## config.mk

```make
export PLATFORM = sky130hd
export DESIGN_NAME = rv_plic_target_ctrl
export DESIGN_NICKNAME = d
export VERILOG_FILES = /design/src/rtl/rv_plic_target_ctrl.sv
export SDC_FILE = /design/constraint.sdc
export NUM_CORES = 1
export LEC_CHECK = 0
export ABC_AREA = 0
export CAP_MARGIN = 40
export CORE_MARGIN = 2
export CORE_UTILIZATION = 52
export DETAILED_ROUTE_END_ITERATION = 6
export GPL_TIMING_DRIVEN = 1
export HOLD_SLACK_MARGIN = 0.05
export PLACE_DENSITY = 0.83
export SETUP_SLACK_MARGIN = 0.4
export SYNTH_ARGS = -nofsm -noshare
export SYNTH_HDL_FRONTEND = slang
export SYNTH_SLANG_ARGS = --single-unit
```

## constraint.sdc

```tcl
create_clock -name clk_i -period 58.6 [get_ports clk_i]
set_input_delay 8.79 -clock clk_i [delete_from_list [all_inputs] [get_ports clk_i]]
set_output_delay 8.79 -clock clk_i [all_outputs]
set_load 0.03 [all_outputs]
```

## src/rtl/rv_plic_target_ctrl.sv

```systemverilog
// PLIC per-target claim/complete controller: picks the highest-priority eligible
// source, answers claim reads, retires completes and tracks outstanding claims.
module rv_plic_target_ctrl #(
  parameter int unsigned N_SOURCE = 32,
  parameter int unsigned PRIOW    = 3,
  parameter int unsigned SRCW     = 6,
  parameter int unsigned MAX_OUT  = 4,
  localparam int unsigned CNTW    = $clog2(MAX_OUT + 1)
) (
  input  logic                      clk_i,
  input  logic                      rst_i,
  input  logic [N_SOURCE-1:0]       ip_i,
  input  logic [N_SOURCE-1:0]       ie_i,
  input  logic [N_SOURCE*PRIOW-1:0] prio_i,
  input  logic [PRIOW-1:0]          threshold_i,
  input  logic                      claim_re_i,
  input  logic                      complete_we_i,
  input  logic [SRCW-1:0]           complete_id_i,
  output logic                      irq_o,
  output logic [SRCW-1:0]           irq_id_o,
  output logic                      claim_rvalid_o,
  output logic [SRCW-1:0]           claim_rid_o,
  output logic [N_SOURCE-1:0]       claim_o,
  output logic [N_SOURCE-1:0]       complete_o,
  output logic                      complete_err_o,
  output logic [CNTW-1:0]           out_cnt_o
);

  logic [N_SOURCE-1:0] active_q, active_d;
  logic [CNTW-1:0]     cnt_q, cnt_d;
  logic [PRIOW-1:0]    best_prio_c;
  logic [SRCW-1:0]     best_id_c;
  logic [N_SOURCE-1:0] claim_oh_c, cmp_oh_c;
  logic                claim_ok_c, cmp_ok_c;

  // Strict '>' on the running best keeps ties at the lowest index.
  always_comb begin
    best_prio_c = '0;
    best_id_c   = '0;
    for (int unsigned i = 0; i < N_SOURCE; i++) begin
      if (ip_i[i] && ie_i[i] && !active_q[i] &&
          (prio_i[i*PRIOW +: PRIOW] > threshold_i) &&
          (prio_i[i*PRIOW +: PRIOW] > best_prio_c)) begin
        best_prio_c = prio_i[i*PRIOW +: PRIOW];
        best_id_c   = SRCW'(i + 1);
      end
    end
  end

  // One-hot decode of the claim candidate and the completed ID; ID 0 and
  // out-of-range IDs decode to an all-zero mask.
  always_comb begin
    claim_oh_c = '0;
    cmp_oh_c   = '0;
    for (int unsigned i = 0; i < N_SOURCE; i++) begin
      claim_oh_c[i] = (irq_id_o == SRCW'(i + 1));
      cmp_oh_c[i]   = (complete_id_i == SRCW'(i + 1));
    end
  end

  always_comb begin
    claim_ok_c = claim_re_i && (irq_id_o != '0) && ((claim_oh_c & active_q) == '0) &&
                 (cnt_q < CNTW'(MAX_OUT));
    cmp_ok_c   = complete_we_i && ((cmp_oh_c & active_q) != '0);
    active_d   = (active_q | (claim_ok_c ? claim_oh_c : '0)) & ~(cmp_ok_c ? cmp_oh_c : '0);
    cnt_d      = cnt_q + CNTW'(claim_ok_c) - CNTW'(cmp_ok_c);
  end

  always_ff @(posedge clk_i) begin
    if (rst_i) begin
      active_q       <= '0;
      cnt_q          <= '0;
      irq_o          <= 1'b0;
      irq_id_o       <= '0;
      claim_rvalid_o <= 1'b0;
      claim_rid_o    <= '0;
      claim_o        <= '0;
      complete_o     <= '0;
      complete_err_o <= 1'b0;
    end else begin
      active_q       <= active_d;
      cnt_q          <= cnt_d;
      irq_o          <= (best_id_c != '0);
      irq_id_o       <= best_id_c;
      claim_rvalid_o <= claim_re_i;
      if (claim_re_i) begin
        claim_rid_o <= claim_ok_c ? irq_id_o : '0;
      end
      claim_o        <= claim_ok_c ? claim_oh_c : '0;
      complete_o     <= cmp_ok_c ? cmp_oh_c : '0;
      complete_err_o <= complete_we_i && !cmp_ok_c;
    end
  end

  assign out_cnt_o = cnt_q;

endmodule

```

==> flow_metrics.tcl <==
set metrics [dict create \
    synth.largest_area_cell "dfxtp_1" \
    cts_buffers 17 \
    area_growth_pct 32.7 \
    synthFlopType "dfxtp_1" \
    hpwl_mm 27.0 \
    cts_tree "built" \
    synth_nets 1740 \
    crit_path_top_delay_cell "a2111oi_0" \
    routed_wl_mm 34.7 \
    drive_gt1_frac 0.0555 \
    clockBufferDepth 2 \
    holdWs_ns 0.574 \
    tightest_slew_ns 0.910 \
    synthTopCellsByCount "nor2_1, ha_1, nand2_1" \
    post_cts_buffers 0 \
    insertion_delay_ns 0.42 \
    synth_edf_count 0 \
    ctsHoldBuffers 0 \
    top_level_ports 255 \
    start_util 0.528 \
    yosys_warnings 0 \
    synth_area_leaders "dfxtp_1, ha_1, nor2_1" \
    max_freq_mhz 18.8 \
    cts-root-buf "clkbuf_16" \
    nets 1994 \
    dr.pass1.iters 7 \
    timing.rr.start "active_q[0]" \
    gp_congestion 1.00 \
    clkSinkCount 114 \
    fp.dieW_um 147 \
    final_util 0.701 \
    ff2ff_path_depth 207 \
    syn_avg_cell_area_um2 7.44 \
    hold_viol 0 \
    die_area_mm2 0.0216 \
    arrival_ns 53.48 \
    cts_resized 0 \
    reg2reg_to "irq_id_o[3]" \
    ys_ff_latch 114 \
    r2r_slack_ns 14.74 \
    grtUsageTotal 0.316 \
    drt-initial-drc-count 998 \
    rsz0062_at_grt "false" \
    period_minus_slack_ns 53.13 \
    finalSetupTns_ns 0 \
    row_count 52 \
    ir_worst_vdd_mv 0.0236 \
    core-area_mm2 0.0201 \
    endpoint "irq_id_o[3]" \
    dieHeight_um 147 \
    p_leak_nw 5.95 \
    grt_max_degree 51 \
    grt_first_pass_wirelength_mm 56.1 \
    crit_top_cell "nor2_1" \
    required_ns 58.94 \
    viasPerCell 6.05 \
    drc 1 \
    slew_viol_final 0 \
    timing.max_cap.violations 0 \
    clkTransAtPathRegs_ns 0.06 \
    hp-class "register to register" \
    start_kind "input port" \
    hold_depth 2 \
    antenna_found_initial 1 \
    yosys.area.top_type_share 0.215 \
    period_share 0.907 \
    p_per_area_mw_per_mm2 25.8 \
    synth_seq_area_share 0.215 \
    max_slew_margin 0.387 \
    cpPeakStageDelay_ns 0.49 \
    synth-async-reset-ratio 0 \
    critPathKind "input port to register" \
    syn-cell-area_mm2 0.0106 \
    cp_max_fo 32 \
    postRouteAntennaNets 0 \
    grt_overflow 0 \
    n_antenna_cell 0 \
    skew_ns 0.00576 \
    violations "DRC" \
    finalSetupViolCount 0 \
    portBuffers 254 \
    end_kind "register" \
    wire_per_inst_um 17.7 \
    crit_path_start "threshold_i[1]" \
    synth_cells 1427 \
    yosys.cell_types.count 84 \
    grt_pass1_vias 11200 \
    htree_levels 4 \
    synth_most_common_cell "nor2_1" \
    via_count 11900 \
    status "finished with violations" \
]
[layout by cell type, fill, tap and decap left out, types with 12 or more instances in the layout]
| master | n |
|---|---|
| o21a_1 | 18 |
| nand3_1 | 58 |
| nand3b_1 | 12 |
| clkbuf_16 | 17 |
| o21ai_0 | 52 |
| nor4_1 | 24 |
| and2_1 | 15 |
| a21oi_1 | 123 |
| nor3_1 | 55 |
| nor2b_1 | 30 |
| or2_2 | 12 |
| a21o_1 | 29 |
| dfxtp_1 | 114 |
| ha_1 | 139 |
| a31oi_1 | 23 |
| nand2b_1 | 15 |
| a22oi_1 | 16 |
| and3_1 | 34 |
| nor2_1 | 201 |
| inv_1 | 86 |
| clkdlybuf4s50_1 | 254 |
| nand2_1 | 135 |
[sequential cells by signal (all words and copies together), names as in the netlist]
name,cells
claim_rid_o,6
irq_o,1
active_q,32
irq_id_o,6
complete_err_o,1
out_cnt_o,3
claim_rvalid_o,1
complete_o,32
claim_o,32
[area by class of cell]
type,instances,area (um^2)
Timing Repair Buffer,265,2630
Inverter,87,327
Fill cell,1654,6020
Clock inverter,15,199
Sequential cell,114,2280
Tap cell,270,338
Clock buffer,17,425
Multi-Input combinational cell,1196,7890
[metrics by stage]
step           total power, W  instances  setup slack (ns)  instance area (um^2)
5_1_grt              0.000385       1964              1.70                 14100
2_1_floorplan        0.000200       1427              9.86                 10600
3_3_place_gp         0.000247       1931              6.85                 13500
3_5_place_dp         0.000251       1932              5.63                 13500
6_report             0.000363       1964              5.47                 14100
4_1_cts              0.000360       1964              5.98                 14100
[where the power goes]
part	switching (W)	total (W)	internal [W]
clock network	0.0000408	0.000109	0.0000683
logic	0.0000935	0.000163	0.0000692
registers	0.00000989	0.0000912	0.0000813
[per-layer routing]
metal	track usage	wire (um)	vias up
li1	-	-	5790
met1	0.411	14800	5431
met2	0.535	16200	568
met3	0.0481	2690	85
met4	0.112	971	0
met5	0	0	-
[worst max-delay path: cells and delay by family]
| family | cells | cell delay, ns |
|---|---|---|
| muxes | 14 | 4.46 |
| buffers and inverters | 6 | 1.23 |
| AOI/OAI and AO/OA | 81 | 18.07 |
| adders and majority gates | 38 | 10.89 |
| and+or+nand+nor | 72 | 9.94 |
[cells by family (layout without fill, tap and decap cells)]
group / Yosys count / count (layout) / synth area share
mux: 22 / 22 / 0.0251
xor+xnor: 2 / 2 / 0.00165
simple gates: 624 / 624 / 0.285
compound gates: 399 / 399 / 0.257
fa+ha+maj: 149 / 149 / 0.174
buf+inv: 117 / 384 / 0.0421
flops: 114 / 114 / 0.215
[worst min-delay path by stage]
| stage | from | endpoint | slack [ns] |
|---|---|---|---|
| global route | active_q[30] | active_q[30] | 0.60 |
| CTS | active_q[11] | active_q[11] | 0.57 |
| floorplan | active_q[30] | active_q[30] | 0.50 |
| detailed placement | out_cnt_o[2] | out_cnt_o[2] | 0.55 |
| global placement | out_cnt_o[2] | out_cnt_o[2] | 0.53 |
| finish | active_q[11] | active_q[11] | 0.57 |
No activity file was read; power rests on OpenSTA's default activity.
